[config.mk]
export PLATFORM = sky130hd
export DESIGN_NAME = regfile_write_arbiter
export DESIGN_NICKNAME = d
export VERILOG_FILES = /design/src/rtl/regfile_write_arbiter.sv
export SDC_FILE = /design/constraint.sdc
export NUM_CORES = 1
export LEC_CHECK = 0
export ABC_AREA = 1
export CAP_MARGIN = 40
export CELL_PAD_IN_SITES_DETAIL_PLACEMENT = 1
export CELL_PAD_IN_SITES_GLOBAL_PLACEMENT = 1
export CORE_ASPECT_RATIO = 0.75
export CORE_MARGIN = 5
export CORE_UTILIZATION = 35
export DETAILED_ROUTE_END_ITERATION = 16
export PLACE_DENSITY_LB_ADDON = 0.25
export SLEW_MARGIN = 0
export SYNTH_ARGS = -nofsm -noshare
export SYNTH_HDL_FRONTEND = slang
export SYNTH_SLANG_ARGS = --single-unit
[constraint.sdc]
create_clock -name clk -period 17.4 [get_ports clk]
set_input_delay 3.48 -clock clk [delete_from_list [all_inputs] [get_ports clk]]
set_output_delay 3.48 -clock clk [all_outputs]
set_load 0.02 [all_outputs]
[src/rtl/regfile_write_arbiter.sv]
// Register-file write arbiter: merges in-order pipeline writebacks with a
// small FIFO of long-latency results, tracks pending long-latency
// destinations in a busy scoreboard and forces the FIFO through after it
// has lost arbitration STARVE_LIMIT times in a row.
// Optional feature: define WB_BYPASS_EN to forward the registered write
// port to the decode read addresses (and mask the busy bits on a hit).
module regfile_write_arbiter #(
  parameter int FIFO_DEPTH   = 4,
  parameter int STARVE_LIMIT = 8
) (
  input  logic        clk,
  input  logic        reset,
  input  logic        pipe_wr_en,
  input  logic [4:0]  pipe_wr_reg,
  input  logic [31:0] pipe_wr_data,
  output logic        pipe_stall,
  input  logic        mc_valid,
  output logic        mc_ready,
  input  logic [4:0]  mc_reg,
  input  logic [31:0] mc_data,
  input  logic        issue_valid,
  input  logic [4:0]  issue_reg,
  input  logic [4:0]  chk_reg1,
  input  logic [4:0]  chk_reg2,
  output logic        busy1,
  output logic        busy2,
  output logic        fwd_hit1,
  output logic [31:0] fwd_data1,
  output logic        fwd_hit2,
  output logic [31:0] fwd_data2,
  output logic        sb_conflict,
  output logic        RegWrite,
  output logic [4:0]  Write_register,
  output logic [31:0] Write_data
);

  localparam int PW = $clog2(FIFO_DEPTH);
  localparam int CW = $clog2(STARVE_LIMIT + 1);

  logic [4:0]    fifo_reg  [FIFO_DEPTH];
  logic [31:0]   fifo_data [FIFO_DEPTH];
  logic [PW-1:0] rd_ptr;
  logic [PW-1:0] wr_ptr;
  logic [PW:0]   count;
  logic [CW-1:0] starve_cnt;
  logic [31:0]   busy;
  logic [31:0]   busy_next;

  logic          empty;
  logic          full;
  logic          push;
  logic          pop;
  logic          pipe_req;
  logic          pipe_win;
  logic [4:0]    head_reg;
  logic [31:0]   head_data;

  assign empty     = (count == '0);
  assign full      = (count == (PW+1)'(FIFO_DEPTH));
  assign head_reg  = fifo_reg[rd_ptr];
  assign head_data = fifo_data[rd_ptr];

  // A write to r0 is architecturally meaningless, so it is not a request.
  assign pipe_req   = pipe_wr_en && (pipe_wr_reg != 5'd0);
  assign pipe_stall = !reset && !empty && (starve_cnt == CW'(STARVE_LIMIT));
  assign pipe_win   = pipe_req && !pipe_stall;
  assign pop        = !empty && !pipe_win;
  assign mc_ready   = !reset && !full;
  assign push       = mc_valid && mc_ready;

  // Long-latency result FIFO storage and circular pointers.
  always_ff @(posedge clk or posedge reset) begin
    if (reset) begin
      for (int i = 0; i < FIFO_DEPTH; i++) begin
        fifo_reg[i]  <= '0;
        fifo_data[i] <= '0;
      end
      rd_ptr <= '0;
      wr_ptr <= '0;
      count  <= '0;
    end else begin
      if (push) begin
        fifo_reg[wr_ptr]  <= mc_reg;
        fifo_data[wr_ptr] <= mc_data;
        wr_ptr            <= wr_ptr + PW'(1);
      end
      if (pop) begin
        rd_ptr <= rd_ptr + PW'(1);
      end
      case ({push, pop})
        2'b10:   count <= count + (PW+1)'(1);
        2'b01:   count <= count - (PW+1)'(1);
        default: count <= count;
      endcase
    end
  end

  // Registered write port: pipeline wins unless stalled, else FIFO head.
  always_ff @(posedge clk or posedge reset) begin
    if (reset) begin
      RegWrite       <= 1'b0;
      Write_register <= '0;
      Write_data     <= '0;
    end else if (pipe_win) begin
      RegWrite       <= 1'b1;
      Write_register <= pipe_wr_reg;
      Write_data     <= pipe_wr_data;
    end else if (pop) begin
      RegWrite       <= (head_reg != 5'd0);
      Write_register <= head_reg;
      Write_data     <= head_data;
    end else begin
      RegWrite       <= 1'b0;
    end
  end

  // Counts consecutive losses of a non-empty FIFO to the pipeline.
  always_ff @(posedge clk or posedge reset) begin
    if (reset) begin
      starve_cnt <= '0;
    end else if (pop || empty) begin
      starve_cnt <= '0;
    end else if (pipe_win) begin
      starve_cnt <= starve_cnt + CW'(1);
    end
  end

  // Next busy vector: a pop clears its register, a new issue sets (and wins).
  always_comb begin
    busy_next = busy;
    if (pop) begin
      busy_next[head_reg] = 1'b0;
    end
    if (issue_valid && (issue_reg != 5'd0)) begin
      busy_next[issue_reg] = 1'b1;
    end
    busy_next[0] = 1'b0;
  end

  // Scoreboard register and sticky double-issue flag.
  always_ff @(posedge clk or posedge reset) begin
    if (reset) begin
      busy        <= '0;
      sb_conflict <= 1'b0;
    end else begin
      busy <= busy_next;
      if (issue_valid && (issue_reg != 5'd0) && busy[issue_reg]) begin
        sb_conflict <= 1'b1;
      end
    end
  end

`ifdef WB_BYPASS_EN
  // Forward the registered write port and hide busy bits it satisfies.
  always_comb begin
    fwd_hit1  = RegWrite && (Write_register == chk_reg1) && (chk_reg1 != 5'd0);
    fwd_hit2  = RegWrite && (Write_register == chk_reg2) && (chk_reg2 != 5'd0);
    fwd_data1 = Write_data;
    fwd_data2 = Write_data;
    busy1     = busy[chk_reg1] && !fwd_hit1;
    busy2     = busy[chk_reg2] && !fwd_hit2;
  end
`else
  // No forwarding path: busy bits are reported as stored.
  always_comb begin
    fwd_hit1  = 1'b0;
    fwd_hit2  = 1'b0;
    fwd_data1 = '0;
    fwd_data2 = '0;
    busy1     = busy[chk_reg1];
    busy2     = busy[chk_reg2];
  end
`endif

endmodule

* Yosys cells after proc, flatten, opt, wreduce, memory -nomap -nowiden
Cells that the tools add are included.
** Operators by class
- Add/sub/neg operators :: 5
- Bitwise operators :: 5
- Mux-type cells :: 33
- Reductions and logical operators :: 25
- Order comparisons :: 9
- Eq/ne operators :: 4
** Operators by type and width (number)
- two-way mux 32 bit :: 7
- bitwise mux 128 bit :: 1
- binary-select mux 32 bit (select 2 bit) :: 1
- demux 32 bit (select 2 bit) :: 1
- AND 32 bit :: 1
- inverter 32 bit :: 1
- bitwise OR 32 bit :: 1
- two-way mux 5 bit :: 5
- less-than comparator 5 x 6 -> 1 bit, second input constant :: 4
- bitwise mux 20 bit :: 1
- binary-select mux 1 bit (select 5 bit) :: 3
- nonzero test 5 bit :: 3
- logical AND 1 bit :: 12
- binary-select mux 5 bit (select 2 bit) :: 1
- demux 1 bit (select 5 bit) :: 2
- demux 5 bit (select 2 bit) :: 1
- greater-or-equal comparator 5 x 1 -> 1 bit, second input constant :: 2
- two-way mux 4 bit :: 2
- two-way mux 1 bit :: 7
- greater-or-equal comparator 3 bit, second input constant :: 2
- inverter 2 -> 3 bit :: 2
- case mux 3 bit (2 select lines) :: 1
- nonzero test 2 bit :: 3
- zero test 1 bit :: 5
- 11 further kinds :: 12
** Word-level totals
- Input port bits :: 94
- Output and inout port bits :: 109
- Word-level logic and storage cells :: 98
- Register bits :: 229

* Longest topological paths before layout
Gate-level depths: netlist (run 1).
- Depth after elaboration :: 13
- Mapped depth :: 15
- Depth with buffers taken out :: 14

* Worst setup path before layout (run 1)
Ideal clock, no wire load.
- Kind :: input port to output port
- Start :: input chk_reg1[1]
- End :: output busy1
- Path buffers :: 1
- Path slack :: 9.535 ns
- Cell stages on the path :: 9
- Arrival :: 4.385 ns
- Required time :: 13.920 ns
- Cells stage by stage :: clkbuf_1 inv_1 nand3_1 nand3_1 nand2_1 nand2_1 nand2_1 nand2_1 nand2_1
** On the way
- Longest elaborated chain between the ends :: 2
** RTL lines
- start: declaration :: RTL line 23 : input logic [4:0] chk_reg1,
- binary-select mux 1 bit (select 5 bit) :: RTL line 170 : busy1 = busy[chk_reg1];
- two-way mux 1 bit (implied by the code) :: RTL line 170
- end: declaration :: RTL line 25 : output logic busy1,
Every way passes these cells. The select of a mux whose other input is x is not followed.

* Worst setup path after layout (run 1)
- Start :: input chk_reg2[0]
- End :: output busy2
** On the way
- Longest elaborated chain between the ends :: 2
** RTL lines
- start: declaration :: RTL line 24 : input logic [4:0] chk_reg2,
- binary-select mux 1 bit (select 5 bit) :: RTL line 171 : busy2 = busy[chk_reg2];
- two-way mux 1 bit (implied by the code) :: RTL line 171
- end: declaration :: RTL line 26 : output logic busy2,
Every way passes these cells. The select of a mux whose other input is x is not followed.

==> results.ini, run 1 <==
[run_status]
status=finished clean

[sta]
setup_tns_ns=0
drv_slew=0
whs_ns=0.472
worst_slew_pin_slew_ns=0.917
final.setup_skew_ns=0.0114
period_minus_slack_ns=9.56
finalSetupViolCount=0
fin_crit_sh=0.550
hold_viol_final=0
slew_headroom=0.389
max_freq_mhz=105
rsz0062_at_grt=false

[yosys]
syn_inst=1640
yosys-top-cells-area=dfrtp_1, nand2_1, o21ai_0
syn-cell-area_um2=12200
synth.avg_cell_area_um2=7.43
synth_top_cell_by_area=dfrtp_1
ys_warn_count=0
ys_types=31
synth-seq-cells=229
synth.yosys.seq_area_share=0.471
yosysTopAreaCellShare=0.471

[die]
io_pins=203
coreArea_um2=34500
die_h_um=172
dieWidth_um=225
num_rows=59
die-area_um2=38700
initial_core_util=0.353

[critical_path]
max_stage_delay_ns=0.80
crit_fanout=18
cpMostUsedCell=nand2_1
cp.required_ns=13.92
crit_type=in2out
crit_path_start_kind=input pin
arrival_ns=6.08
endpoint_kind=primary output
crit_path_cell_trace=clkdlybuf4s50_1 > clkinv_1 > nand2_1 > o211ai_1 > nand3_1 > nand3_1 > nand2_1 > nand2_1 > nand2_1 > clkdlybuf4s50_1
r2r-start=starve_cnt[0]$_DFFE_PP0P_
reg2reg_to=count[2]$_DFFE_PP0P_
worst_path_max_delay_cell=clkdlybuf4s50_1
r2r_slack_ns=14.22
worstRegToRegCells=15

[clocking]
path_clk_slew_ns=0.06
ctsResizeCount=0
cts_buffers=26
insertion_delay_ns=0.54
cts_hold_buf=0
clock_path_buffers=3
tritoncts=yes
cts_sinks=229
ctsRootBufferMaster=clkbuf_16
cts_setup_buffers=0
htreeDepth=1

[grt]
met2_usage=0.319
overflow=0
grtUsageMet1=0.310
first_global_vias=11300
met3_usage=0.0433
antenna_found_initial=2
grt_pass1_wl_mm=64.4
grt_max_degree=106
grt-busiest-layer=met2
grt_usage=0.207

[drt]
drc=0
firstDrtPassIters=5
vias_per_cell=4.95
ant_nets=0
drtIter0Drc=676
wl_per_cell_um=18.1
num_vias=11000
wl_mm=40.1

[worst_hold_path]
hold_class=reg2reg
hold_depth=2
hold_end=fifo_data[107]$_DFFE_PP0P_
hp-start=fifo_data[107]$_DFFE_PP0P_

[power_and_ir_drop]
vdd_ir_drop_max_uv=95.1
p_leak_nw=6.96
power_density_nw_per_um2=179

[place]
port-buffer-count=136
hpwlAfterDp_mm=27.1
globalplace.congestion=0.856

[layout]
layout_common_cells=nand2_1, dfrtp_1, o21ai_0
final_nets=1839
top_register=fifo_data
utilization=0.422
drive_above_1_share=0.0547
reg.largest.list=fifo_data: 128 flops, Write_data: 32 flops, busy: 31 flops
syn_to_final_growth_pct=19.6
antenna-diode-count=0
largest_reg_flops=128
final_common_cell=nand2_1

[flow_run]
drv_cap=0

worst max path at each step:
| stage | start | endpoint | cells after the start |
|---|---|---|---|
| final | chk_reg2[0] | busy2 | 10 |
| after global routing | chk_reg1[0] | busy1 | 10 |
| after CTS | chk_reg1[0] | busy1 | 10 |
| after detailed placement | chk_reg1[0] | busy1 | 10 |
| after global placement | chk_reg1[0] | busy1 | 10 |
| after floorplan | reset | RegWrite$_DFF_PP0_ | 1 |
per-layer routing:
| layer | up-vias | part of all wire |
|---|---|---|
| met5 | - | 0.00067 |
| met3 | 40 | 0.056 |
| met4 | 4 | 0.011 |
| li1 | 5288 | - |
| met1 | 5401 | 0.50 |
| met2 | 230 | 0.43 |
report_power, final:
part | leakage, nW | total [W] | internal, W | switching [W]
Sequential | 2.81 | 0.000956 | 0.000789 | 0.000167
Combinational | 3.72 | 0.00107 | 0.000364 | 0.000710
Clock | 0.437 | 0.000571 | 0.000342 | 0.000229
area by class of cell:
| type | instances | area, um^2 |
|---|---|---|
| tap | 457 | 572 |
| clock inverter | 8 | 92.6 |
| clock buffer | 39 | 791 |
| inverter | 103 | 394 |
| sequential | 229 | 5730 |
| fill | 4312 | 20000 |
| timing repair buffer | 156 | 1600 |
| multi-input combinational | 1221 | 5380 |
stage by stage:
stage	instance area (um^2)	worst slack [ns]	instances	total power [W]
after floorplan	12400	7.64	1705	0.00164
after global placement	13600	7.99	2161	0.00199
after detailed placement	13700	7.88	2166	0.00204
after CTS	14600	7.87	2213	0.00262
after global routing	14600	7.60	2213	0.00281
final	14600	7.84	2213	0.00260
critical path, delay by kind of cell:
kind / cells / cell delay [ns]
buffers and inverters: 3 / 1.94
AND/OR/NAND/NOR: 6 / 0.55
AO/OA/AOI/OAI: 1 / 0.10
cell families (layout without fill, tap and decap cells):
kind of cell	count (synthesis)	in the layout	share of synthesized area
compound gates	306	306	0.131
flops	229	229	0.471
xor+xnor	6	6	0.00431
fa+ha+maj	8	8	0.00883
other cells	1	66	0.000308
simple gates	835	835	0.274
buf+inv	255	306	0.110
synth_stat cells, drive strengths merged:
master / count
nor2: 60
inv: 98
o21ai: 224
o22ai: 9
or2: 1
dfrtp: 229
nand2: 682
o211ai: 17
nand3b: 1
a31oi: 1
clkinv: 5
ha: 7
fa: 1
nor3: 6
buf: 131
nand3: 85
clkbuf: 21
xnor2: 2
xor2: 4
a21oi: 55
conb: 1
No activity file was read; power rests on OpenSTA's default activity.
==> run 2: changes to the inputs <==
Clock period 17.4 ns to 8.1 ns, I/O delays scaled along.
==> results.ini, run 2 (synthesis gave the netlist of run 1 again) <==
[sta]
worst_slew_pin_slew_ns=0.924
slew_headroom=0.384
fin_crit_sh=0.723
period_minus_slack_ns=5.85
max_freq_mhz=171
hold_viol_final=0
drv_slew=0
setup_tns_ns=0
final.setup_skew_ns=0.0156
finalSetupViolCount=0
rsz0062_at_grt=false

[die]
initial_core_util=0.353
die-area_um2=38700
num_rows=59
dieWidth_um=225
io_pins=203
die_h_um=172
coreArea_um2=34500

[power_and_ir_drop]
p_leak_nw=6.98
vdd_ir_drop_max_uv=202
power_density_nw_per_um2=393
power.total_w=0.00575

[grt]
grt_usage=0.208
grt_max_degree=115
antenna_found_initial=4
overflow=0
first_global_vias=11300
grt_pass1_wl_mm=64.6

[place]
dp_cells=2162
globalplace.congestion=0.860
hpwlAfterDp_mm=26.6
port-buffer-count=136

[clocking]
clock_path_buffers=3
cts_hold_buf=0
ctsRootBufferMaster=clkbuf_16
cts_sinks=229
htreeDepth=1
insertion_delay_ns=0.54
cts_buffers=27
path_clk_slew_ns=0.06
ctsResizeCount=0
tritoncts=yes
cts_setup_buffers=0

[drt]
num_vias=11000
drc=0
wl_mm=40.5
firstDrtPassIters=4
ant_nets=0
wl_per_cell_um=18.3
vias_per_cell=4.98
drtIter0Drc=691

[critical_path]
arrival_ns=4.23
worst_path_max_delay_cell=clkdlybuf4s50_1
path_delay_family=buffers and inverters
crit_fanout=18
cpMostUsedCell=nand2_1
crit_path_cell_trace=clkdlybuf4s50_1 > clkinv_1 > nand2_1 > o211ai_1 > nand3_1 > nand3_1 > nand2_1 > nand2_1 > nand2_1 > clkdlybuf4s50_1
endpoint_kind=primary output
cp.required_ns=6.48
crit_type=in2out
critPathBufInv=3
crit_path_start_kind=input pin
max_stage_delay_ns=0.77

[layout]
layout_common_cells=nand2_1, dfrtp_1, o21ai_0
num-fill-cells=4315
syn_to_final_growth_pct=20.2
drive_above_1_share=0.0536
reg.largest.list=fifo_data: 128 flops, Write_data: 32 flops, busy: 31 flops
final_nets=1836
top_register=fifo_data
stdcell_count=2212
largest_reg_flops=128
final_common_cell=nand2_1
utilization=0.424

[worst_hold_path]
hold_class=reg2reg

[run_status]
status=finished clean

[flow_run]
drv_cap=0

[run 2: cell count changes in the layout (fill, tap and decap cells not counted)]
| cell | change |
|---|---|
| clkinvlp_4 | +1 |
| buf_16 | -2 |
| clkinv_2 | -5 |
| clkinv_4 | +1 |
| buf_4 | -3 |
| clkbuf_1 | -1 |
| clkbuf_8 | +1 |
| bufinv_16 | +4 |
| buf_12 | +1 |
| diode_2 | +2 |
[run 2: path summary, 6_finish.rpt]
kind / slack [ns] / start / depth (start not counted) / endpoint
setup / recovery: 2.25 / chk_reg2[0] / 10 / busy2
hold / removal: 0.47 / sb_conflict$_DFFE_PP0P_ / 2 / sb_conflict$_DFFE_PP0P_
setup reg to reg: 4.94 / starve_cnt[0]$_DFFE_PP0P_ / 15 / count[2]$_DFFE_PP0P_
hold reg to reg: 0.47 / sb_conflict$_DFFE_PP0P_ / 2 / sb_conflict$_DFFE_PP0P_
max in group asynchronous: 5.17 / reset / 4 / busy[10]$_DFF_PP0_
min in group asynchronous: 1.56 / reset / 2 / fifo_reg[14]$_DFFE_PP0P_
[run 2: area by class of cell]
type / instances / area [um^2] / share of cell area
Sequential cell: 229 / 5730 / 0.392
Multi-Input combinational cell: 1221 / 5380 / 0.368
Timing Repair Buffer: 152 / 1550 / 0.106
Clock buffer: 39 / 801 / 0.0547
Tap cell: 457 / 572 / 0.0391
Inverter: 103 / 394 / 0.0269
Clock inverter: 9 / 204 / 0.0139
Antenna cell: 2 / 5.00 / 0.000342
[run 2: routing by layer]
layer	wire (um)	up-vias	GRT usage
li1	-	5281	-
met1	20200	5466	0.315
met2	17600	227	0.319
met3	2050	45	0.0370
met4	595	4	0.0345
met5	33	-	0
[run 2: stage by stage]
step	setup slack, ns	area (um^2)	hold slack, ns
after floorplan	0.204	12400	0.444
after global placement	2.39	13600	0.456
after detailed placement	2.27	13600	0.463
after CTS	2.26	14600	0.477
after global routing	2.05	14600	0.495
final	2.25	14600	0.471
[run 2: tightest hold or removal path, stage by stage, from the launching register on]
cell	delay, ns
dfrtp_1	0.35
inv_1	0.04
nand2_1	0.05
[run 2: where the power goes]
group          total [W]  internal, W  switching (W)
logic            0.00230     0.000779        0.00152
clock network    0.00138     0.000874       0.000508
registers        0.00207      0.00169       0.000373
